<file path="src/rtl/uart_tx.sv">
// -----------------------------------------------------------------------------
// uart_tx -- serial UART transmitter (8N1, LSB first)
//
// Accepts bytes over a valid/ready handshake into a one-entry holding
// register and shifts them out on `tx`. A byte can be queued while the
// current frame is still on the line, so frames run back-to-back with no
// idle gap. Bit timing comes from an internal divider of DIV clocks per bit.
//
// Build option:
//   UART_TX_PARITY_EN  when defined, an even-parity bit is sent after data
//                      bit 7 (8E1 frame, 11*DIV cycles). When undefined the
//                      frame is 8N1 (10*DIV cycles) and no parity logic exists.
//
// Parameters:
//   DIV    system clocks per bit, legal range 2..65535 (default 5208).
//
// Ports:
//   clk    in   system clock, rising edge
//   rst    in   synchronous reset, active-high
//   data   in   [7:0] byte to transmit, sampled when valid && ready
//   valid  in   data is valid this cycle
//   ready  out  holding register empty (registered)
//   tx     out  serial line, idles high (registered, glitch-free)
//   busy   out  frame on the line or byte held (registered)
// -----------------------------------------------------------------------------
module uart_tx #(
  parameter int unsigned DIV = 5208
) (
  input  logic       clk,
  input  logic       rst,
  input  logic [7:0] data,
  input  logic       valid,
  output logic       ready,
  output logic       tx,
  output logic       busy
);

  // Reject illegal divider values at elaboration time.
  if (DIV < 2 || DIV > 65535) begin : g_div_check
    $error("uart_tx: DIV must be in 2..65535");
  end

  localparam logic [15:0] DIV_M1 = 16'(DIV - 1);

`ifdef UART_TX_PARITY_EN
  typedef enum logic [2:0] {
    S_IDLE   = 3'd0,
    S_START  = 3'd1,
    S_DATA   = 3'd2,
    S_STOP   = 3'd3,
    S_PARITY = 3'd4
  } state_e;
`else
  typedef enum logic [2:0] {
    S_IDLE   = 3'd0,
    S_START  = 3'd1,
    S_DATA   = 3'd2,
    S_STOP   = 3'd3
  } state_e;
`endif

  // ---------------------------------------------------------------------------
  // State
  // ---------------------------------------------------------------------------
  state_e      state_q,     state_d;
  logic [7:0]  hold_q,      hold_d;
  logic        hold_full_q, hold_full_d;
  logic [7:0]  shreg_q,     shreg_d;
  logic [2:0]  bitcnt_q,    bitcnt_d;
  logic [15:0] divcnt_q,    divcnt_d;
  logic        tx_q,        tx_d;
  logic        ready_q,     ready_d;
  logic        busy_q,      busy_d;
`ifdef UART_TX_PARITY_EN
  // Parity of the byte being shifted, captured at load time because the
  // shift register no longer holds the full byte by the time it is sent.
  logic        parity_q,    parity_d;
`endif

  logic tick;
  logic accept;
  logic load;

  // End of the current bit period.
  assign tick   = (divcnt_q == DIV_M1);
  // ready_q always mirrors !hold_full_q, so an accept never lands on a full
  // holding register.
  assign accept = valid && ready_q;

  // ---------------------------------------------------------------------------
  // Next-state logic
  // ---------------------------------------------------------------------------
  always_comb begin
    // NOTE: every signal assigned here gets a default first, so no path can
    // leave one unassigned and infer a latch.
    state_d     = state_q;
    hold_d      = hold_q;
    hold_full_d = hold_full_q;
    shreg_d     = shreg_q;
    bitcnt_d    = bitcnt_q;
    load        = 1'b0;
`ifdef UART_TX_PARITY_EN
    parity_d    = parity_q;
`endif

    unique case (state_q)
      S_IDLE: begin
        if (hold_full_q) begin
          load    = 1'b1;
          state_d = S_START;
        end
      end

      S_START: begin
        if (tick) begin
          bitcnt_d = 3'd0;
          state_d  = S_DATA;
        end
      end

      S_DATA: begin
        if (tick) begin
          shreg_d = {1'b0, shreg_q[7:1]};
          if (bitcnt_q == 3'd7) begin
`ifdef UART_TX_PARITY_EN
            state_d = S_PARITY;
`else
            state_d = S_STOP;
`endif
          end else begin
            bitcnt_d = bitcnt_q + 3'd1;
          end
        end
      end

`ifdef UART_TX_PARITY_EN
      S_PARITY: begin
        if (tick) begin
          state_d = S_STOP;
        end
      end
`endif

      S_STOP: begin
        if (tick) begin
          // A queued byte starts on the very next edge: no idle gap.
          if (hold_full_q) begin
            load    = 1'b1;
            state_d = S_START;
          end else begin
            state_d = S_IDLE;
          end
        end
      end

      default: begin
        state_d = S_IDLE;
      end
    endcase

    // Reload takes the old holding byte and frees the register.
    if (load) begin
      shreg_d     = hold_q;
      hold_full_d = 1'b0;
`ifdef UART_TX_PARITY_EN
      parity_d    = ^hold_q;
`endif
    end

    // Accept is evaluated after reload so a same-edge accept keeps the
    // register full with the new byte.
    if (accept) begin
      hold_d      = data;
      hold_full_d = 1'b1;
    end
  end

  // Bit-period divider. Every state transition out of a shifting state
  // happens on a tick, which already wraps the counter, and IDLE pins it to
  // zero, so each state entry starts a fresh DIV-cycle bit.
  always_comb begin
    if (state_q == S_IDLE || tick) begin
      divcnt_d = 16'd0;
    end else begin
      divcnt_d = divcnt_q + 16'd1;
    end
  end

  // Registered outputs are computed from the next state so they change on the
  // same edge as the state itself.
  always_comb begin
    tx_d = 1'b1;
    unique case (state_d)
      S_IDLE:   tx_d = 1'b1;
      S_START:  tx_d = 1'b0;
      S_DATA:   tx_d = shreg_d[0];
`ifdef UART_TX_PARITY_EN
      S_PARITY: tx_d = parity_d;
`endif
      S_STOP:   tx_d = 1'b1;
      default:  tx_d = 1'b1;
    endcase

    ready_d = !hold_full_d;
    busy_d  = (state_d != S_IDLE) || hold_full_d;
  end

  // ---------------------------------------------------------------------------
  // Registers
  // ---------------------------------------------------------------------------
  // NOTE: the data registers (hold, shreg) are reset along with the control
  // state; they are small, and this keeps tx free of X after reset.
  always_ff @(posedge clk) begin
    // NOTE: non-blocking assignments only, so every flop samples the values
    // from before this edge regardless of statement order.
    if (rst) begin
      state_q     <= S_IDLE;
      hold_q      <= 8'd0;
      hold_full_q <= 1'b0;
      shreg_q     <= 8'd0;
      bitcnt_q    <= 3'd0;
      divcnt_q    <= 16'd0;
      tx_q        <= 1'b1;
      ready_q     <= 1'b1;
      busy_q      <= 1'b0;
`ifdef UART_TX_PARITY_EN
      parity_q    <= 1'b0;
`endif
    end else begin
      state_q     <= state_d;
      hold_q      <= hold_d;
      hold_full_q <= hold_full_d;
      shreg_q     <= shreg_d;
      bitcnt_q    <= bitcnt_d;
      divcnt_q    <= divcnt_d;
      tx_q        <= tx_d;
      ready_q     <= ready_d;
      busy_q      <= busy_d;
`ifdef UART_TX_PARITY_EN
      parity_q    <= parity_d;
`endif
    end
  end

  assign ready = ready_q;
  assign tx    = tx_q;
  assign busy  = busy_q;

endmodule

</file>
<file path="config.mk">
export PLATFORM = sky130hd
export DESIGN_NAME = uart_tx
export DESIGN_NICKNAME = d
export VERILOG_FILES = /design/src/rtl/uart_tx.sv
export SDC_FILE = /design/constraint.sdc
export NUM_CORES = 1
export LEC_CHECK = 0
export CELL_PAD_IN_SITES_DETAIL_PLACEMENT = 1
export CELL_PAD_IN_SITES_GLOBAL_PLACEMENT = 1
export CORE_MARGIN = 4
export CORE_UTILIZATION = 39
export CTS_CLUSTER_DIAMETER = 30
export CTS_CLUSTER_SIZE = 24
export DETAILED_ROUTE_END_ITERATION = 12
export GPL_TIMING_DRIVEN = 0
export PLACE_DENSITY = 0.78
export SLEW_MARGIN = 20
export SYNTH_ARGS = -nofsm -noshare
export SYNTH_HDL_FRONTEND = slang
export SYNTH_SLANG_ARGS = --single-unit
</file>
<file path="constraint.sdc">
create_clock -name clk -period 2.1 [get_ports clk]
set_input_delay 0.315 -clock clk [delete_from_list [all_inputs] [get_ports clk]]
set_output_delay 0.315 -clock clk [all_outputs]
set_load 0.02 [all_outputs]
</file>
==> results.ini <==
[floorplan]
core_sq_mm = 0.00447
initial_core_util = 0.414
design.portCount = 14
placement_rows = 24
die_y_um = 76.9
die_area_sq_mm = 0.00592
floorplan.die.width_um = 76.9

[cells_and_area]
number_of_diodes_added_for_antenna_fixing = 0
syn_to_final_growth_pct = 27.7
fin_nets = 257
layout_common_cells = 35 x sky130_fd_sc_hd__dfxtp_1, 34 x sky130_fd_sc_hd__nor2_1, 19 x sky130_fd_sc_hd__nand2_1, 15 x sky130_fd_sc_hd__buf_4, 13 x sky130_fd_sc_hd__nand3_1
fraction_of_final_layout_cells_with_drive_strength_greater_than_1 = 0.251
multi_input_area_sq_mm = 0.00107
final_common_cell = sky130_fd_sc_hd__dfxtp_1
layout.filler_cells = 511
sequential_cell_area_sq_um = 855
fin_area_sq_mm = 0.00237

[timing]
timing.fmax_mhz = 457
final.setup.worst_slack_ns = -0.0860
period_minus_slack_ns = 2.19
maxSlewViolCount = 0
max_slew.worst_pin.slew_ns = 0.611
maxSlewHeadroom = 0.592
fin_crit_sh = 1.04
tns_ns = -0.348
grt_setup_unrepaired = yes
finalClockSkew_ns = 0.00880
finalSetupViolCount = 8
final-hold-violation-count = 0

[route]
vias_per_std_cell = 5.34
detail_route.wl_per_cell_um = 16.0
firstDrtPassIters = 4
drt_iter0_markers = 61
routedLengthMet1_um = 2210
drcViolationCount = 0
length_of_routed_met3_wiring_um = 104
drt.antenna.violating_nets = 0
maxUsedRoutingLayer = met4
totalWireLength_um = 4730
routed-via-count = 1576
met2RoutedLength_um = 2370

[clock_tree]
root_buffer_cell = sky130_fd_sc_hd__clkbuf_8
cts-buffers-inserted = 5
cts_tree = yes
ctsLongestPathBuffers = 2
cts_htree_levels = 2
path_clk_slew_ns = 0.08
postCtsHoldBufs = 0
clkLatencyLatePin_ns = 0.29
number_of_sinks_driven_by_the_clock_tree = 42

[outcome]
failed_checks = setup timing
status = finished, violations left

[synthesis]
ys_seq_area_frac = 0.454
syn_inst = 208
ys.flop_type = sky130_fd_sc_hd__dfxtp_1
syn_area_sq_mm = 0.00185
synth-edff-count = 0
mappedNetlistNets = 222
yosys_warnings = 0
syn_avg_cell_area_sq_um = 8.91
synth_seq_cells = 42
synth_async_sr_flop_share = 0
synth.distinct_cells = 42

[global_routing]
via_count_of_the_first_global_routing_pass = 1578
grt_start_max_net_pins = 12
first_pass_grt_wire_length_um = 7730
groute.usage.overall = 0.161
globalRouteOverflowTotal = 0
antenna_found_initial = 0

[worst_setup_path]
cp_data_required_time_ns = 2.26
worstSetupPathType = reg -> reg
critPathLaunchType = register
critical_path_peak_fanout = 4
cp_data_arrival_time_ns = 2.35
kind_of_capture_point_of_the_worst_setup_path = register

[placed_design]
dpl_cell_area_sq_mm = 0.00204
port_buffers = 12
gpl.final_weighted_congestion = 0.779
detailedPlacementHpwl_um = 2870

[min_path]
hold_path.class = in -> reg

[power_and_ir_drop]
total_leakage_power_nw = 0.858
ir_worst_vdd_mv = 0.374
power_per_cell_area_mw_per_mm2 = 615

[flow_run]
maxCapViolCount = 0

## per-layer routing
metal,vias up,track usage
met3,5,0.0386
met5,-,0
met4,0,0.0399
li1,789,-
met1,769,0.201
met2,13,0.276
## cell usage after synthesis, types with 3 or more instances
cell,n,area share
sky130_fd_sc_hd__xor2_1,10,0.047
sky130_fd_sc_hd__dfxtp_1,42,0.45
sky130_fd_sc_hd__a21oi_1,11,0.030
sky130_fd_sc_hd__nand2b_1,3,0.010
sky130_fd_sc_hd__mux2i_1,8,0.043
sky130_fd_sc_hd__or2_2,5,0.017
sky130_fd_sc_hd__nand3_1,13,0.035
sky130_fd_sc_hd__nand4_1,3,0.010
sky130_fd_sc_hd__nor2_1,34,0.069
sky130_fd_sc_hd__xnor2_1,6,0.028
sky130_fd_sc_hd__clkbuf_1,9,0.018
sky130_fd_sc_hd__a211oi_1,6,0.024
sky130_fd_sc_hd__nand2_1,19,0.038
sky130_fd_sc_hd__ha_1,3,0.020
## final cells by class
cell class / instances / area share
Buffer: 8 / 0.0159
Clock buffer: 7 / 0.0323
Inverter: 2 / 0.00317
Multi-Input combinational cell: 155 / 0.451
Sequential cell: 42 / 0.361
Tap cell: 52 / 0.0275
Timing Repair Buffer: 29 / 0.109
## through the flow
stage | setup WS (ns) | std cells | total power [mW] | utilization | hold WS [ns]
2_1_floorplan | 0.0000804 | 208 | 0.916 | - | 0.418
3_3_place_gp | -0.316 | 272 | 0.961 | 0.456 | 0.432
3_5_place_dp | -0.401 | 272 | 0.965 | 0.456 | 0.450
4_1_cts | -0.0914 | 292 | 1.46 | 0.506 | 0.439
5_1_grt | -0.175 | 295 | 1.52 | 0.529 | 0.462
6_report | -0.0860 | 295 | 1.46 | 0.529 | 0.441
## state kept, by name, indices dropped and copies added (netlist names)
signal and count:
shreg_q 8, hold_full_q 1, bitcnt_q 3, busy 1
state_q 3, divcnt_q 16, ready 1, hold_q 8
tx 1
## power by group
| part | switching [mW] | internal, mW | total, mW |
|---|---|---|---|
| clock network | 0.269 | 0.229 | 0.498 |
| registers | 0.0156 | 0.817 | 0.833 |
| logic | 0.0680 | 0.0567 | 0.125 |
## worst max-delay path: stages, from the launching register on
cell and delay [ns]:
sky130_fd_sc_hd__dfxtp_4 0.34, sky130_fd_sc_hd__or4b_4 0.53, sky130_fd_sc_hd__or4_4 0.53, sky130_fd_sc_hd__nor3_4 0.16, sky130_fd_sc_hd__buf_6 0.16, sky130_fd_sc_hd__mux2i_2 0.24, sky130_fd_sc_hd__a211oi_2 0.09
## final timing paths
check              startpoint          to  slack [ns]  cells after the start
hold reg to reg     hold_q[2]   hold_q[2]        0.46                      2
setup / recovery  divcnt_q[3]  shreg_q[3]       -0.09                      6
hold / removal          valid   hold_q[3]        0.44                      3
setup reg to reg  divcnt_q[3]  shreg_q[3]       -0.09                      6
## cells by family (layout without fill, tap and decap cells)
| group | count (synthesis) | after routing | share of synthesized area |
|---|---|---|---|
| adders and majority gates | 3 | 3 | 0.0203 |
| xor gates and xnor gates | 16 | 16 | 0.0756 |
| DFF | 42 | 42 | 0.454 |
| buffers and inverters | 11 | 46 | 0.0223 |
| and+or+nand+nor | 101 | 101 | 0.296 |
| AOI/OAI and AO/OA | 26 | 26 | 0.0864 |
| other | 1 | 1 | 0.00202 |
| muxes | 8 | 8 | 0.0432 |
## repair_timing
item,in CTS,in global routing
gates cloned,0,0
setup endpoints to repair,26,26
setup buffers,14,3
resized for setup,20,21
pin swaps,12,7
(Power assumes the default switching activity.)
